--- src/rtl/ps2_host_tx.sv ---
// rtl/ps2_host_tx.sv - host-to-device PS/2 command byte transmitter driving open-drain pull-low enables
module ps2_host_tx #(
   parameter int INHIBIT_CYCLES = 5000,
   parameter int TIMEOUT_CYCLES = 750000
) (
   input  logic       clk,
   input  logic       rst,
   input  logic       ps2_clk,
   input  logic       ps2_data,
   input  logic [7:0] tx_data,
   input  logic       tx_valid,
   output logic       tx_ready,
   output logic       busy,
   output logic       done,
   output logic       ack_err,
   output logic       timeout,
   output logic       ps2_clk_oe,
   output logic       ps2_data_oe
);

   localparam int INH_W = $clog2(INHIBIT_CYCLES + 1);
   localparam int TO_W  = $clog2(TIMEOUT_CYCLES + 1);
   localparam logic [INH_W-1:0] INH_LAST = INH_W'(INHIBIT_CYCLES - 1);
   localparam logic [TO_W-1:0]  TO_LAST  = TO_W'(TIMEOUT_CYCLES - 1);

   typedef enum logic [2:0] {
      S_IDLE,
      S_INHIBIT,
      S_REQ,
      S_SEND,
      S_ACK,
      S_WAIT_IDLE
   } state_t;

   state_t             state;
   logic [2:0]         clk_sync;
   logic [2:0]         data_sync;
   logic               fall;
   logic               clk_s;
   logic               data_s;
   logic [7:0]         tx_byte;
   logic               parity_bit;
   logic [3:0]         bitcnt;
   logic [INH_W-1:0]   inh_cnt;
   logic [TO_W-1:0]    wdog;
   logic               watched;
   logic               wdog_expire;
   logic               ack_seen;

   // Three-flop synchronisers for the asynchronous pad inputs; reset to the idle-high level
   // so that leaving reset never looks like a clock falling edge.
   always_ff @(posedge clk) begin
      if (rst) begin
         clk_sync  <= 3'b111;
         data_sync <= 3'b111;
      end else begin
         clk_sync  <= {clk_sync[1:0], ps2_clk};
         data_sync <= {data_sync[1:0], ps2_data};
      end
   end

   assign fall   = clk_sync[2] & ~clk_sync[1];
   assign clk_s  = clk_sync[1];
   assign data_s = data_sync[1];

   assign busy = (state != S_IDLE);

   // The watchdog only runs while the device is expected to be clocking; an edge always
   // beats expiry in the same cycle.
   always_comb begin
      watched     = (state == S_REQ) || (state == S_SEND) || (state == S_ACK);
      wdog_expire = watched && !fall && (wdog == TO_LAST);
   end

   // Watchdog: counts cycles since the last device clock edge (or since the request).
   always_ff @(posedge clk) begin
      if (rst || !watched || fall) begin
         wdog <= '0;
      end else begin
         wdog <= wdog + 1'b1;
      end
   end

   // Transfer FSM: inhibit, request-to-send, bit shifting on device clock edges, ack, release.
   always_ff @(posedge clk) begin
      if (rst) begin
         state       <= S_IDLE;
         ps2_clk_oe  <= 1'b0;
         ps2_data_oe <= 1'b0;
         done        <= 1'b0;
         ack_err     <= 1'b0;
         timeout     <= 1'b0;
         tx_ready    <= 1'b1;
         tx_byte     <= 8'h00;
         parity_bit  <= 1'b0;
         bitcnt      <= 4'd0;
         inh_cnt     <= '0;
         ack_seen    <= 1'b0;
      end else begin
         done    <= 1'b0;
         ack_err <= 1'b0;
         timeout <= 1'b0;
         if (wdog_expire) begin
            // Device went silent: let go of the bus and report the abort instead of done.
            state       <= S_IDLE;
            ps2_clk_oe  <= 1'b0;
            ps2_data_oe <= 1'b0;
            timeout     <= 1'b1;
            tx_ready    <= 1'b1;
         end else begin
            case (state)
               S_IDLE: begin
                  ps2_clk_oe  <= 1'b0;
                  ps2_data_oe <= 1'b0;
                  tx_ready    <= 1'b1;
                  if (tx_valid && tx_ready) begin
                     tx_byte    <= tx_data;
                     parity_bit <= ~^tx_data;
                     bitcnt     <= 4'd0;
                     inh_cnt    <= '0;
                     ps2_clk_oe <= 1'b1;
                     tx_ready   <= 1'b0;
                     state      <= S_INHIBIT;
                  end
               end
               S_INHIBIT: begin
                  if (inh_cnt == INH_LAST) begin
                     // Release the clock and present the start bit in the same cycle.
                     ps2_clk_oe  <= 1'b0;
                     ps2_data_oe <= 1'b1;
                     state       <= S_REQ;
                  end else begin
                     inh_cnt <= inh_cnt + 1'b1;
                  end
               end
               S_REQ: begin
                  if (fall) begin
                     ps2_data_oe <= ~tx_byte[0];
                     bitcnt      <= 4'd1;
                     state       <= S_SEND;
                  end
               end
               S_SEND: begin
                  if (fall) begin
                     bitcnt <= bitcnt + 4'd1;
                     if (bitcnt <= 4'd7) begin
                        ps2_data_oe <= ~tx_byte[bitcnt[2:0]];
                     end else if (bitcnt == 4'd8) begin
                        ps2_data_oe <= ~parity_bit;
                     end else begin
                        // Stop bit is a released line; the device owns data for the ack.
                        ps2_data_oe <= 1'b0;
                        state       <= S_ACK;
                     end
                  end
               end
               S_ACK: begin
                  if (fall) begin
                     bitcnt   <= bitcnt + 4'd1;
                     ack_seen <= data_s;
                     state    <= S_WAIT_IDLE;
                  end
               end
               S_WAIT_IDLE: begin
                  ps2_clk_oe  <= 1'b0;
                  ps2_data_oe <= 1'b0;
                  if (clk_s && data_s) begin
                     // tx_ready comes back one cycle after done, from the IDLE branch.
                     done    <= 1'b1;
                     ack_err <= ack_seen;
                     state   <= S_IDLE;
                  end
               end
               default: begin
                  state       <= S_IDLE;
                  ps2_clk_oe  <= 1'b0;
                  ps2_data_oe <= 1'b0;
                  tx_ready    <= 1'b1;
               end
            endcase
         end
      end
   end

endmodule

--- config.mk ---
export PLATFORM = sky130hd
export DESIGN_NAME = ps2_host_tx
export DESIGN_NICKNAME = d
export VERILOG_FILES = /design/src/rtl/ps2_host_tx.sv
export SDC_FILE = /design/constraint.sdc
export NUM_CORES = 1
export LEC_CHECK = 0
export ABC_CLOCK_PERIOD_IN_PS = 6140
export BUFFER_PORTS_ARGS = -buffer_cell sky130_fd_sc_hd__clkbuf_2
export CORE_UTILIZATION = 50
export CTS_CLUSTER_SIZE = 20
export DETAILED_ROUTE_END_ITERATION = 10
export GPL_TIMING_DRIVEN = 1
export PLACE_DENSITY = 0.73
export SETUP_SLACK_MARGIN = 0.5
export SYNTH_ARGS = -nofsm -noshare
export SYNTH_HDL_FRONTEND = slang
export SYNTH_SLANG_ARGS = --single-unit
--- constraint.sdc ---
create_clock -name clk -period 6.14 [get_ports clk]
set_clock_uncertainty 0.05 [all_clocks]
set_input_delay 0.307 -clock clk [delete_from_list [all_inputs] [get_ports clk]]
set_output_delay 0.307 -clock clk [all_outputs]
set_load 0.005 [all_outputs]
==> results of run 1 <==
cell type report:
type                    count  area [µm²]  share of cell area [%]
clock buffers              13       168.9                   5.222
well taps                  72       90.09                   2.785
inverters                   8       30.03                  0.9284
clock inverters             3       42.54                   1.315
repair buffers             19       95.09                   2.940
flip-flops and latches     61        1221                   37.76
multi-input cells         261        1587                   49.05
placed cells by master, fill, tap and decap left out, drive strengths merged, types with 2 or more instances in the layout:
| master | instances |
|---|---|
| or2 | 5 |
| nand2 | 38 |
| inv | 8 |
| ha | 4 |
| o21ai | 13 |
| and3 | 8 |
| a311oi | 2 |
| or3b | 4 |
| nand3 | 17 |
| dfxtp | 61 |
| or4b | 2 |
| xnor2 | 16 |
| nor4 | 9 |
| or3 | 3 |
| nand2b | 6 |
| xor2 | 13 |
| nand3b | 2 |
| o31ai | 4 |
| nor2 | 41 |
| clkbuf | 32 |
| and2 | 2 |
| a211oi | 2 |
| nor2b | 2 |
| a21oi | 33 |
| nor3 | 8 |
| nand4 | 6 |
| or4 | 7 |
| mux4 | 2 |
critical path, stage by stage (launching register included):
cell and delay [ns]:
sky130_fd_sc_hd__dfxtp_1 0.67, sky130_fd_sc_hd__or3b_1 0.47, sky130_fd_sc_hd__nor2_1 0.21, sky130_fd_sc_hd__nor2_1 0.13, sky130_fd_sc_hd__or4b_2 0.64, sky130_fd_sc_hd__a21oi_1 0.16
stage by stage:
stage                     std cells  instance area (µm²)  total power (W)  hold WS, ns
after floorplan                 342                 2892        0.0005742       0.3395
after global placement          421                 3023        0.0006168       0.3408
after detailed placement        421                 3023        0.0006212       0.3473
after CTS                       437                 3234        0.0009955      0.07739
after global routing            437                 3234         0.001042      0.06666
final                           437                 3234        0.0009903      0.08418
metal layers:
layer  GRT usage (%)  up-vias
met4           11.67        0
met3           6.395       11
met5               0        -
li1                -     1250
met1           26.00     1093
met2           33.16       60
kinds of logic (layout without fill, tap and decap cells):
| group | count (synthesis) | in the layout |
|---|---|---|
| simple gates | 163 | 163 |
| compound gates | 62 | 62 |
| flops | 61 | 61 |
| xor+xnor | 29 | 29 |
| buf+inv | 20 | 43 |
| fa+ha+maj | 4 | 4 |
| mux | 3 | 3 |
path summary, 6_finish.rpt:
check / startpoint / slack, ns / cells after the start / to
worst max-delay path: state[2] / 3.75 / 5 / bitcnt[2]
worst min-delay path: ps2_clk / 0.08 / 2 / clk_sync[0]
worst max register to register: state[2] / 3.75 / 5 / bitcnt[2]
worst min register to register: clk_sync[0] / 0.36 / 1 / clk_sync[1]
power by group:
group | internal, W | switching, W | total, W
Sequential | 0.000419 | 0.0000248 | 0.000443
Clock | 0.000220 | 0.000157 | 0.000377
Combinational | 0.0000606 | 0.000109 | 0.000170
Total | 0.000699 | 0.000291 | 0.000990
state kept, by name (all words and copies together) (netlist names):
| name | count |
|---|---|
| timeout | 1 |
| data_sync | 2 |
| state | 3 |
| wdog | 20 |
| ps2_clk_oe | 1 |
| tx_ready | 1 |
| bitcnt | 4 |
| inh_cnt | 13 |
| ack_seen | 1 |
| tx_byte | 8 |
| parity_bit | 1 |
| done | 1 |
| ack_err | 1 |
| clk_sync | 3 |
| ps2_data_oe | 1 |
==> results_tabular.tex, run 1 <==
\begin{tabular}{lr}
\hline
Metric & Value \\
\hline
\multicolumn{2}{l}{\textbf{Outcome}} \\
\quad Status & finished clean \\
\multicolumn{2}{l}{\textbf{CTS}} \\
\quad Total number of H-tree levels & 3 \\
\quad Clock Sink Count & 61 \\
\quad CTS buffer count & 9 \\
\quad Post-CTS setup repair buffer count & 0 \\
\quad Clk\_lat worst skew & 0.35 ns \\
\quad Clock tree from TritonCTS & yes \\
\quad Reg clk slew, reported paths & 0.07 ns \\
\quad Clock tree buffer depth & 2 \\
\quad Cell chosen for the clock root & sky130\_fd\_sc\_hd\_\_clkbuf\_8 \\
\quad \# resized after CTS & 0 \\
\quad Number of hold buffers added after cts & 0 \\
\multicolumn{2}{l}{\textbf{Final layout}} \\
\quad Share of post-route cells with drive strength above 1 & 13.97\% \\
\quad Antenna diode count & 0 \\
\quad Growth of design area from synthesis to finish & 11.86\% \\
\quad Post-layout nets & between 300 and 400 \\
\quad Number of filler cells placed in the layout & 514 \\
\quad Final Util & 58.38\% \\
\multicolumn{2}{l}{\textbf{Synth}} \\
\quad Average footprint of a synthesized cell & around 8.5 µm² \\
\quad Fraction of the mapped netlist area in compound gates & 12.51\% \\
\quad Mux contribution to synthesized area & between 1.5 and 2\% \\
\quad Area share of the leading cell type in the synthesized netlist & a little over two fifths \\
\quad Register area share after synthesis & 42.23\% \\
\quad Most used DFF post-synth & sky130\_fd\_sc\_hd\_\_dfxtp\_1 \\
\quad Fraction of the mapped netlist area in simple logic gates & 29.94\% \\
\quad Adder and majority gate portion of the synthesized area & 1.731\% \\
\quad Cell with the most instances after synthesis & sky130\_fd\_sc\_hd\_\_dfxtp\_1 \\
\quad Synth warnings & 0 \\
\quad FF+latch count, synth & 61 \\
\quad Library cells used by synthesis & 48 \\
\quad Number of synthesized flops with an enable pin & 0 \\
\quad Cell accounting for the most synthesized area & sky130\_fd\_sc\_hd\_\_dfxtp\_1 \\
\quad Cells after Synth & 342 \\
\quad Cell types occupying the most area after synthesis & sky130\_fd\_sc\_hd\_\_dfxtp\_1 42\%, sky130\_fd\_sc\_hd\_\_a21oi\_1 5.7\%, sky130\_fd\_sc\_hd\_\_nor2\_1 5.2\% \\
\quad Post-Synth XOR/XNOR Area & 8.784\% \\
\quad Netlist area before placement & between 2000 and 3000 µm² \\
\quad Share of flip-flops with an asynchronous set or reset & 0\% \\
\quad Post-Synthesis Net Count & roughly 360 \\
\quad Combinational family with the most area after synthesis & simple AND/OR/NAND/NOR gates \\
\quad Most frequent cells after synthesis & 61 x sky130\_fd\_sc\_hd\_\_dfxtp\_1, 40 x sky130\_fd\_sc\_hd\_\_nor2\_1, 38 x sky130\_fd\_sc\_hd\_\_nand2\_1, 33 x sky130\_fd\_sc\_hd\_\_a21oi\_1, 17 x sky130\_fd\_sc\_hd\_\_nand3\_1 \\
\multicolumn{2}{l}{\textbf{Setup path}} \\
\quad Required time of the critical path & 6.36 ns \\
\quad Largest fanout on the critical path & 17 \\
\quad Crit start category & flip-flop \\
\quad Endpoint arrival time on the critical path & 2.62 ns \\
\quad Setup Crit Path Kind & reg2reg \\
\quad Capturing element type of the critical path & flip-flop \\
\multicolumn{2}{l}{\textbf{Floorplanning}} \\
\quad Top-level I/O count & 20 \\
\quad Core Footprint & 5540 µm² \\
\quad Total die area & around 6000 µm² \\
\quad Die height & 78.05 µm \\
\quad Die X-Extent & roughly 78 µm \\
\quad Initial core utilization & a little over half \\
\quad Number of core rows & 27 \\
\multicolumn{2}{l}{\textbf{Routing}} \\
\quad Detailed-route wire length on metal 1 & 2.761 mm \\
\quad Router iterations before antenna repair & 4 \\
\quad Met2 Wirelength & about 2.7 mm \\
\quad Count of routing violations after the opening detailed-route iteration & 74 \\
\quad Post-DR wirelength/cell & between 10 and 15 µm \\
\quad Post-detailed-routing wire length & about 5.9 mm \\
\quad Routed via count & 2414 \\
\quad Top metal layer carrying routed signals & met4 \\
\quad Final antenna-violating net count & 0 \\
\quad Drc violations & 0 \\
\quad Total met3 wirelength after detailed routing & roughly 290 µm \\
\quad Vias per cell & 5.524 \\
\multicolumn{2}{l}{\textbf{STA}} \\
\quad Time the worst path needs with I/O delays and setup & 2.395 ns \\
\quad Worst Max-Slew Pin Slew & 0.6949 ns \\
\quad Final critical-path setup slack & 3.746 ns \\
\quad Rel. slew slack & 53.24\% \\
\quad Final setup fails & 0 \\
\quad Number of max-slew violations in the final report & 0 \\
\quad RSZ-0062 raised after global routing & false \\
\quad Post-route setup TNS & 0 ns \\
\quad Maximum clock frequency & 0.4176 GHz \\
\quad Final worst path period share & about 39\% \\
\quad Number of hold violations in the final report & 0 \\
\multicolumn{2}{l}{\textbf{Global route}} \\
\quad Vias in the first global route & 2245 \\
\quad Largest net degree at the start of global routing & 28 \\
\quad Number of antenna violations at the first check in global routing & 0 \\
\quad Total GRT Usage & 21.20\% \\
\quad Wire length of the first global-routing pass & 9.970 mm \\
\quad Overall overflow remaining after global route & 0 \\
\multicolumn{2}{l}{\textbf{Placement}} \\
\quad Detailed placer's ending HPWL & 4.135 mm \\
\quad Final weighted congestion of routability-driven global placement & a little under 0.9 \\
\quad Buffers on Ports & 19 \\
\quad Worst setup timing slack at the placement stage & 3.763 ns \\
\multicolumn{2}{l}{\textbf{Power and ir drop}} \\
\quad Cell area power density & between 300 and 400 nW/µm² \\
\quad Max VDD drop & roughly 140 µV \\
\quad Leakage power of the design & 1.123 nW \\
\multicolumn{2}{l}{\textbf{Worst hold path}} \\
\quad Worst min-delay path class & in2reg \\
\multicolumn{2}{l}{\textbf{Flow run}} \\
\quad Max Cap Viol & 0 \\
\hline
\end{tabular}
(Power assumes the default switching activity.)
==> run 2: changes to the inputs <==
--- a/config.mk
+++ b/config.mk
@@ -5,7 +5,7 @@
 export SDC_FILE = /design/constraint.sdc
 export NUM_CORES = 1
 export LEC_CHECK = 0
-export ABC_CLOCK_PERIOD_IN_PS = 6140
+export ABC_CLOCK_PERIOD_IN_PS = 2400
 export BUFFER_PORTS_ARGS = -buffer_cell sky130_fd_sc_hd__clkbuf_2
 export CORE_UTILIZATION = 50
 export CTS_CLUSTER_SIZE = 20
==> constraint.sdc (replaced) <==
create_clock -name clk -period 2.4 [get_ports clk]
set_clock_uncertainty 0.05 [all_clocks]
set_input_delay 0.12 -clock clk [delete_from_list [all_inputs] [get_ports clk]]
set_output_delay 0.12 -clock clk [all_outputs]
set_load 0.005 [all_outputs]
==> run 2 against run 1 <==
- combinational power grew to 4.1 times the previous value
- final area is 12% higher
- flip-flop and latch count unchanged
- setup slack worse by 3.2 ns
- critical path depth did not move
- final cell count is 7.3% higher
- largest power group unchanged
- maximum frequency up 26%
- largest cell class unchanged
- routed wire length up 14%
==> results_tabular.tex, run 2 (synthesis gave the netlist of run 1 again) <==
\begin{tabular}{lr}
\hline
Metric & Value \\
\hline
\multicolumn{2}{l}{\textbf{Floorplanning}} \\
\quad Die X-Extent & 78.05 µm (unchanged) \\
\quad Top-level I/O count & 20 (unchanged) \\
\quad Number of core rows & 27 (unchanged) \\
\quad Core Footprint & 5540 µm² (unchanged) \\
\quad Initial core utilization & 52.19\% (unchanged) \\
\quad Total die area & 6091 µm² (unchanged) \\
\quad Die height & 78.05 µm (unchanged) \\
\multicolumn{2}{l}{\textbf{Placement}} \\
\quad Placed standard-cell area & 3100 µm² (+2.6\%) \\
\quad Number of cells after detailed placement & 428 (+1.7\%) \\
\quad Final weighted congestion of routability-driven global placement & 0.9374 (+7.5\%) \\
\quad Worst setup timing slack at the placement stage & 0.2893 ns (-3.474 ns) \\
\quad Buffers on Ports & 19 (unchanged) \\
\quad Detailed placer's ending HPWL & 4.103 mm (-0.77\%) \\
\multicolumn{2}{l}{\textbf{Global route}} \\
\quad Largest net degree at the start of global routing & 28 (unchanged) \\
\quad Overall overflow remaining after global route & 0 (unchanged) \\
\quad Vias in the first global route & 2496 (+11\%) \\
\quad Number of antenna violations at the first check in global routing & 0 (unchanged) \\
\quad Total GRT Usage & 23.39\% (+2.2 points) \\
\quad Wire length of the first global-routing pass & 11.22 mm (+13\%) \\
\multicolumn{2}{l}{\textbf{Routing}} \\
\quad Router iterations before antenna repair & 4 (unchanged) \\
\quad Final antenna-violating net count & 0 (unchanged) \\
\quad Count of routing violations after the opening detailed-route iteration & 132 (+78\%) \\
\quad Routed via count & 2624 (+8.7\%) \\
\quad Post-detailed-routing wire length & 6.690 mm (+14\%) \\
\quad Drc violations & 0 (unchanged) \\
\quad Post-DR wirelength/cell & 14.26 µm (+5.8\%) \\
\quad Vias per cell & 5.595 (+1.3\%) \\
\multicolumn{2}{l}{\textbf{STA}} \\
\quad Number of hold violations in the final report & 0 (unchanged) \\
\quad Worst Max-Slew Pin Slew & 0.5619 ns (-0.1331 ns) \\
\quad Number of max-slew violations in the final report & 0 (unchanged) \\
\quad Post-route setup TNS & 0 ns (unchanged) \\
\quad Maximum clock frequency & 0.5267 GHz (+26\%) \\
\quad Final worst path period share & 79.11\% (+40 points) \\
\quad Time the worst path needs with I/O delays and setup & 1.899 ns (-0.4960 ns) \\
\quad Final critical-path setup slack & 0.5015 ns (-3.244 ns) \\
\quad Rel. slew slack & 62.54\% (+9.3 points) \\
\quad Final setup fails & 0 (unchanged) \\
\quad RSZ-0062 raised after global routing & true \\
\multicolumn{2}{l}{\textbf{Setup path}} \\
\quad Library cell contributing the largest single delay on the critical path & sky130\_fd\_sc\_hd\_\_or4bb\_4 \\
\quad Crit start category & flip-flop \\
\quad Kind of cell with the highest combined delay on the critical path & simple AND/OR/NAND/NOR gates \\
\quad Endpoint arrival time on the critical path & 2.11 ns (-0.51 ns) \\
\quad Capturing element type of the critical path & flip-flop \\
\quad Required time of the critical path & 2.62 ns (-3.74 ns) \\
\quad Setup Crit Path Kind & reg2reg \\
\quad Number of buffers and inverters on the critical path & 0 (unchanged) \\
\quad Largest fanout on the critical path & 6 (-11) \\
\quad Cells along the critical path & or4bb\_4 > a21oi\_4 > nor2\_2 > or4\_1 > a21oi\_1 \\
\quad CP peak stage delay & 0.56 ns (-0.11 ns) \\
\multicolumn{2}{l}{\textbf{Power and ir drop}} \\
\quad Max VDD drop & 693.6 µV (+400\%) \\
\quad Logic gate share of total power & 26.0\% (+8.8 points) \\
\quad Total internal power & 0.001863 W (+170\%) \\
\quad Net switching power figure & 0.0008219 W (+180\%) \\
\quad Share of total power in the clock network & 32.4\% (-5.7 points) \\
\quad Switching part of the total power & 30.61\% (+1.2 points) \\
\quad Seq pwr share & 41.6\% (-3.2 points) \\
\quad Leakage power of the design & 1.293 nW (+15\%) \\
\quad Cell area power density & 742.7 nW/µm² (+140\%) \\
\multicolumn{2}{l}{\textbf{CTS}} \\
\quad CTS buffer count & 9 (unchanged) \\
\quad Cell chosen for the clock root & sky130\_fd\_sc\_hd\_\_clkbuf\_8 \\
\quad Clock tree from TritonCTS & yes \\
\quad Clk\_lat worst skew & 0.34 ns (about the same) \\
\quad Total number of H-tree levels & 3 (unchanged) \\
\quad Clock Sink Count & 61 (unchanged) \\
\quad Reg clk slew, reported paths & 0.07 ns (about the same) \\
\quad Clock tree buffer depth & 2 (unchanged) \\
\multicolumn{2}{l}{\textbf{Final layout}} \\
\quad Number of non-filler instances in the completed layout & 469 (+7.3\%) \\
\quad Share of post-route cells with drive strength above 1 & 26.70\% (+13 points) \\
\quad Antenna diode count & 0 (unchanged) \\
\quad Growth of design area from synthesis to finish & 25.01\% \\
\quad Fin area & 3615 µm² (+12\%) \\
\quad Final Util & 65.24\% (+6.9 points) \\
\quad Commonest non-fill, non-tap cells in the layout & 53 x sky130\_fd\_sc\_hd\_\_dfxtp\_1, 37 x sky130\_fd\_sc\_hd\_\_nor2\_1, 35 x sky130\_fd\_sc\_hd\_\_nand2\_1, 27 x sky130\_fd\_sc\_hd\_\_a21oi\_1, 23 x sky130\_fd\_sc\_hd\_\_buf\_4 \\
\quad Total area of multi-input combinational cells & 1710 µm² (+7.8\%) \\
\quad Reg with most FFs & wdog \\
\quad Registers with the most flip-flops & wdog: 20 flops, inh\_cnt: 13 flops, tx\_byte: 8 flops \\
\quad Post-layout nets & 410 (+8.8\%) \\
\quad Max FFs per register & 20 (unchanged) \\
\quad Total area of sequential cells & 1236 µm² (+1.2\%) \\
\quad Most common cell after layout, fill and taps aside & sky130\_fd\_sc\_hd\_\_dfxtp\_1 \\
\quad Number of filler cells placed in the layout & 457 (-11\%) \\
\multicolumn{2}{l}{\textbf{Outcome}} \\
\quad Status & finished clean \\
\multicolumn{2}{l}{\textbf{Worst hold path}} \\
\quad Worst min-delay path class & in2reg \\
\multicolumn{2}{l}{\textbf{Flow run}} \\
\quad Max Cap Viol & 0 (unchanged) \\
\hline
\end{tabular}
-- run 2: per-stage QoR --
| step | total power [W] | hold slack (ns) |
|---|---|---|
| after floorplan | 0.001477 | 0.1738 |
| after global placement | 0.001630 | 0.2570 |
| after detailed placement | 0.001634 | 0.2553 |
| after CTS | 0.002582 | 0.2535 |
| after global routing | 0.002817 | 0.2861 |
| final | 0.002685 | 0.2615 |
-- run 2: path summary, 6_finish.rpt --
path | startpoint | endpoint | slack (ns) | depth (start not counted)
worst min-delay path | rst | bitcnt[2] | 0.26 | 2
worst min register to register | data_sync[0] | data_sync[1] | 0.37 | 1
worst max register to register | state[0] | bitcnt[3] | 0.50 | 5
worst max-delay path | state[0] | bitcnt[3] | 0.50 | 5
-- run 2: power groups by stage --
stage | registers (W) | logic [W] | clock network, W
after floorplan | 0.00112 | 0.000355 | 0
after global placement | 0.00115 | 0.000477 | 0
after detailed placement | 0.00115 | 0.000479 | 0
after CTS | 0.00111 | 0.000586 | 0.000883
after global routing | 0.00112 | 0.000767 | 0.000928
final | 0.00112 | 0.000699 | 0.000869
-- run 2: routing by layer --
layer | track usage [%] | up-vias | routed length, µm
li1 | - | 1310 | -
met1 | 29.68 | 1240 | 3061
met2 | 38.25 | 64 | 3266
met3 | 6.977 | 10 | 261
met4 | 7.037 | 0 | 101
met5 | 0 | - | 0
-- run 2: repair_timing --
| item | 4_1_cts | 5_1_grt |
|---|---|---|
| resized for setup | 15 | 23 |
| hold buffers | 10 | 0 |
| pin swaps | 8 | 6 |
| setup buffers | 10 | 6 |
| endpoints found under the setup margin | 36 | 18 |
| hold endpoints to repair | 10 | 0 |
-- run 2: area by class of cell --
type / instances / share of cell area [%]
Sequential cell: 61 / 34.20
Tap cell: 72 / 2.492
Clock buffer: 10 / 3.531
Clock inverter: 5 / 1.454
Timing Repair Buffer: 52 / 10.18
Inverter: 8 / 0.8307
Multi-Input combinational cell: 261 / 47.32
==> run 3: changes to the inputs <==
--- a/config.mk
+++ b/config.mk
@@ -5,7 +5,8 @@
 export SDC_FILE = /design/constraint.sdc
 export NUM_CORES = 1
 export LEC_CHECK = 0
-export ABC_CLOCK_PERIOD_IN_PS = 2400
+export ABC_AREA = 1
+export ABC_CLOCK_PERIOD_IN_PS = 1960
 export BUFFER_PORTS_ARGS = -buffer_cell sky130_fd_sc_hd__clkbuf_2
 export CORE_UTILIZATION = 50
 export CTS_CLUSTER_SIZE = 20
==> constraint.sdc (replaced) <==
create_clock -name clk -period 1.96 [get_ports clk]
set_clock_uncertainty 0.05 [all_clocks]
set_input_delay 0.098 -clock clk [delete_from_list [all_inputs] [get_ports clk]]
set_output_delay 0.098 -clock clk [all_outputs]
set_load 0.005 [all_outputs]
==> run 3 against run 2 <==
- flip-flop and latch count is the same
- synthesized area is 13% higher
- final area increased by 21%
- die area increased by 13%
- first-iteration DRC count increased by 68%
- via count rose by 35%
- utilization rose by 3.9 points
- worst hold slack got worse by 0.26 ns
- combinational power increased by 140%
- global-route usage grew 3.2 points
- synthesized cell count grew 41%
- total power increased by 67%
- critical endpoint is now inh_cnt[1]
==> results_tabular.tex, run 3 <==
\begin{tabular}{lr}
\hline
Metric & Value \\
\hline
\multicolumn{2}{l}{\textbf{Power and ir drop}} \\
\quad Max VDD drop & 873.1 µV (+26\%) \\
\quad Net switching power figure & 0.001659 W (+100\%) \\
\quad Share of total power in the clock network & 28.5\% (-3.9 points) \\
\quad Leakage power of the design & 1.676 nW (+30\%) \\
\quad Total internal power & 0.002814 W (+51\%) \\
\quad Cell area power density & 1025 nW/µm² (+38\%) \\
\quad Seq pwr share & 33.4\% (-8.2 points) \\
\quad Switching part of the total power & 37.10\% (+6.5 points) \\
\quad Logic gate share of total power & 38.1\% (+12 points) \\
\multicolumn{2}{l}{\textbf{Synth}} \\
\quad Share of flip-flops with an asynchronous set or reset & 0\% (unchanged) \\
\quad Cells after Synth & 482 (+41\%) \\
\quad Cell with the most instances after synthesis & sky130\_fd\_sc\_hd\_\_nand2\_1 \\
\quad Synth warnings & 0 (unchanged) \\
\quad Cell accounting for the most synthesized area & sky130\_fd\_sc\_hd\_\_dfxtp\_1 \\
\quad Cell types occupying the most area after synthesis & sky130\_fd\_sc\_hd\_\_dfxtp\_1 37\%, sky130\_fd\_sc\_hd\_\_nand2\_1 13\%, sky130\_fd\_sc\_hd\_\_inv\_1 6.8\% \\
\quad Number of synthesized flops with an enable pin & 0 (unchanged) \\
\quad Area share of the leading cell type in the synthesized netlist & 37.38\% (-4.9 points) \\
\quad Average footprint of a synthesized cell & 6.778 µm² (-20\%) \\
\quad Register area share after synthesis & 37.38\% (-4.9 points) \\
\quad Most used DFF post-synth & sky130\_fd\_sc\_hd\_\_dfxtp\_1 \\
\quad FF+latch count, synth & 61 (unchanged) \\
\quad Netlist area before placement & 3267 µm² (+13\%) \\
\quad Library cells used by synthesis & 37 (-23\%) \\
\quad Post-Synthesis Net Count & 499 (+39\%) \\
\quad Most frequent cells after synthesis & 111 x sky130\_fd\_sc\_hd\_\_nand2\_1, 61 x sky130\_fd\_sc\_hd\_\_dfxtp\_1, 59 x sky130\_fd\_sc\_hd\_\_inv\_1, 58 x sky130\_fd\_sc\_hd\_\_nor2\_1, 42 x sky130\_fd\_sc\_hd\_\_a21oi\_1 \\
\multicolumn{2}{l}{\textbf{Setup path}} \\
\quad Capturing element type of the critical path & flip-flop \\
\quad Setup Crit Path Kind & reg2reg \\
\quad Worst r2r path cells & 10 (+5) \\
\quad FF-to-FF Start & wdog[15] \\
\quad Crit start category & flip-flop \\
\quad Endpoint arrival time on the critical path & 1.81 ns (-0.30 ns) \\
\quad R2R setup slack & 0.32 ns (-0.18 ns) \\
\quad Largest fanout on the critical path & 7 (+1) \\
\quad Reg2Reg Capture Point & inh\_cnt[1] \\
\quad Required time of the critical path & 2.13 ns (-0.49 ns) \\
\multicolumn{2}{l}{\textbf{Floorplanning}} \\
\quad Initial core utilization & 51.74\% (-0.45 points) \\
\quad Core Footprint & 6314 µm² (+14\%) \\
\quad Total die area & 6861 µm² (+13\%) \\
\quad Die X-Extent & 82.83 µm (+6.1\%) \\
\quad Top-level I/O count & 20 (unchanged) \\
\quad Die height & 82.83 µm (+6.1\%) \\
\quad Number of core rows & 29 (+7.4\%) \\
\multicolumn{2}{l}{\textbf{Final layout}} \\
\quad Post-layout nets & 570 (+39\%) \\
\quad Commonest non-fill, non-tap cells in the layout & 101 x sky130\_fd\_sc\_hd\_\_nand2\_1, 47 x sky130\_fd\_sc\_hd\_\_inv\_1, 43 x sky130\_fd\_sc\_hd\_\_nor2\_1, 40 x sky130\_fd\_sc\_hd\_\_dfxtp\_1, 37 x sky130\_fd\_sc\_hd\_\_buf\_4 \\
\quad Total area of multi-input combinational cells & 2066 µm² (+21\%) \\
\quad Final Util & 69.12\% (+3.9 points) \\
\quad Reg with most FFs & wdog \\
\quad Max FFs per register & 20 (unchanged) \\
\quad Total area of sequential cells & 1262 µm² (+2.1\%) \\
\quad Registers with the most flip-flops & wdog: 20 flops, inh\_cnt: 13 flops, tx\_byte: 8 flops \\
\quad Growth of design area from synthesis to finish & 33.59\% \\
\quad Number of filler cells placed in the layout & 503 (+10\%) \\
\quad Number of non-filler instances in the completed layout & 635 (+35\%) \\
\quad Antenna diode count & 0 (unchanged) \\
\quad Share of post-route cells with drive strength above 1 & 33.87\% (+7.2 points) \\
\quad Most common cell after layout, fill and taps aside & sky130\_fd\_sc\_hd\_\_nand2\_1 \\
\multicolumn{2}{l}{\textbf{STA}} \\
\quad Final worst path period share & 83.55\% (+4.4 points) \\
\quad RSZ-0062 raised after global routing & true \\
\quad Post-route setup TNS & 0 ns (unchanged) \\
\quad Number of hold violations in the final report & 0 (unchanged) \\
\quad Final setup fails & 0 (unchanged) \\
\quad Time the worst path needs with I/O delays and setup & 1.638 ns (-0.2610 ns) \\
\quad Final worst hold slack & 0.002134 ns (-0.2593 ns) \\
\quad Maximum clock frequency & 0.6107 GHz (+16\%) \\
\quad Final critical-path setup slack & 0.3224 ns (-0.1790 ns) \\
\quad Number of max-slew violations in the final report & 0 (unchanged) \\
\quad Rel. slew slack & 65.34\% (+2.8 points) \\
\quad Worst Max-Slew Pin Slew & 0.5199 ns (-0.04202 ns) \\
\multicolumn{2}{l}{\textbf{CTS}} \\
\quad Clock Sink Count & 61 (unchanged) \\
\quad Clk\_lat worst skew & 0.35 ns (about the same) \\
\quad Cell chosen for the clock root & sky130\_fd\_sc\_hd\_\_clkbuf\_8 \\
\quad Clock tree from TritonCTS & yes \\
\quad Total number of H-tree levels & 3 (unchanged) \\
\quad Clock tree buffer depth & 2 (unchanged) \\
\quad Reg clk slew, reported paths & 0.08 ns (about the same) \\
\quad CTS buffer count & 9 (unchanged) \\
\multicolumn{2}{l}{\textbf{Routing}} \\
\quad Post-detailed-routing wire length & 9.346 mm (+40\%) \\
\quad Vias per cell & 5.562 (-0.58\%) \\
\quad Post-DR wirelength/cell & 14.72 µm (+3.2\%) \\
\quad Router iterations before antenna repair & 4 (unchanged) \\
\quad Final antenna-violating net count & 0 (unchanged) \\
\quad Routed via count & 3532 (+35\%) \\
\quad Drc violations & 0 (unchanged) \\
\quad Count of routing violations after the opening detailed-route iteration & 222 (+68\%) \\
\multicolumn{2}{l}{\textbf{Global route}} \\
\quad Wire length of the first global-routing pass & 14.87 mm (+33\%) \\
\quad Overall overflow remaining after global route & 0 (unchanged) \\
\quad Vias in the first global route & 3287 (+32\%) \\
\quad Largest net degree at the start of global routing & 23 (-18\%) \\
\quad Total GRT Usage & 26.61\% (+3.2 points) \\
\quad Number of antenna violations at the first check in global routing & 0 (unchanged) \\
\multicolumn{2}{l}{\textbf{Worst hold path}} \\
\quad Worst min-delay path class & in2reg \\
\quad Hold Path Cell Cnt & 3 (+1) \\
\quad End point of the worst hold path & tx\_byte[4] \\
\quad Hold path start & tx\_data[4] \\
\multicolumn{2}{l}{\textbf{Placement}} \\
\quad Number of cells after detailed placement & 573 (+34\%) \\
\quad Detailed placer's ending HPWL & 5.344 mm (+30\%) \\
\quad Final weighted congestion of routability-driven global placement & 0.8977 (-4.2\%) \\
\quad Worst setup timing slack at the placement stage & 0.2179 ns (-0.07141 ns) \\
\quad Buffers on Ports & 19 (unchanged) \\
\multicolumn{2}{l}{\textbf{Flow run}} \\
\quad Max Cap Viol & 0 (unchanged) \\
\multicolumn{2}{l}{\textbf{Outcome}} \\
\quad Status & finished clean \\
\hline
\end{tabular}
## run 3: power groups by stage
stage          Combinational [W]  Sequential, W  Clock [W]
2_1_floorplan           0.000915        0.00149          0
3_3_place_gp             0.00111        0.00151          0
3_5_place_dp             0.00112        0.00151          0
4_1_cts                  0.00154        0.00149    0.00129
5_1_grt                  0.00186        0.00151    0.00134
6_report                 0.00171        0.00149    0.00127
## run 3: how the worst max path moves through the flow
stage                        start    endpoint  slack, ns  cells past startpoint
final                     wdog[15]  inh_cnt[1]       0.32                     10
after CTS                  wdog[0]  inh_cnt[1]       0.44                     10
after floorplan            wdog[1]  inh_cnt[0]       0.50                     10
after global routing      wdog[15]  inh_cnt[1]       0.24                     10
after detailed placement  state[1]  tx_byte[7]       0.22                      8
after global placement    state[1]  tx_byte[0]       0.25                      8
## run 3: routing by layer
| metal | part of all wire, % | track usage [%] | up-vias |
|---|---|---|---|
| met4 | 2.9 | 12.23 | 0 |
| met2 | 50 | 43.67 | 143 |
| met5 | 0 | 0 | - |
| li1 | - | - | 1715 |
| met3 | 5.9 | 6.163 | 33 |
| met1 | 41 | 33.10 | 1641 |
## run 3: stage by stage
| stage | power (W) | cell area (µm²) |
|---|---|---|
| 2_1_floorplan | 0.002406 | 3311 |
| 3_3_place_gp | 0.002617 | 3480 |
| 3_5_place_dp | 0.002628 | 3480 |
| 4_1_cts | 0.004320 | 4118 |
| 5_1_grt | 0.004719 | 4364 |
| 6_report | 0.004473 | 4364 |
## run 3: kinds of logic (layout without fill, tap and decap cells)
| group | Yosys count | after routing | synth area share (%) |
|---|---|---|---|
| xor gates and xnor gates | 14 | 14 | 3.753 |
| adders and majority gates | 4 | 4 | 1.532 |
| and+or+nand+nor | 260 | 262 | 36.84 |
| DFF | 61 | 61 | 37.38 |
| buffers and inverters | 70 | 144 | 8.464 |
| AOI/OAI and AO/OA | 73 | 73 | 12.03 |
## run 3: timing repair
| action | 4_1_cts | 5_1_grt |
|---|---|---|
| cloned | 6 | 0 |
| pin swaps | 25 | 22 |
| hold endpoints to repair | 3 | 0 |
| hold buffers | 3 | 0 |
| setup endpoints to repair | 51 | 53 |
| setup buffers | 25 | 12 |
| gates resized for setup | 51 | 58 |
## run 3: cell type report
type,instances,share of cell area [%]
Clock buffer,11,3.240
Timing Repair inverter,4,0.6021
Clock inverter,5,1.892
Sequential cell,61,28.93
Inverter,62,5.591
Tap cell,77,2.208
Timing Repair Buffer,62,10.21
Multi-Input combinational cell,353,47.33
## run 3: worst max-delay path: stages (launching register included)
cell	delay [ns]
sky130_fd_sc_hd__dfxtp_2	0.34
sky130_fd_sc_hd__inv_2	0.08
sky130_fd_sc_hd__nand2_1	0.07
sky130_fd_sc_hd__nor2_1	0.16
sky130_fd_sc_hd__nand2_1	0.14
sky130_fd_sc_hd__nor2_4	0.16
sky130_fd_sc_hd__nand3_4	0.14
sky130_fd_sc_hd__nand3_4	0.18
sky130_fd_sc_hd__nand2_2	0.07
sky130_fd_sc_hd__o21ai_2	0.06
sky130_fd_sc_hd__nor2_1	0.06
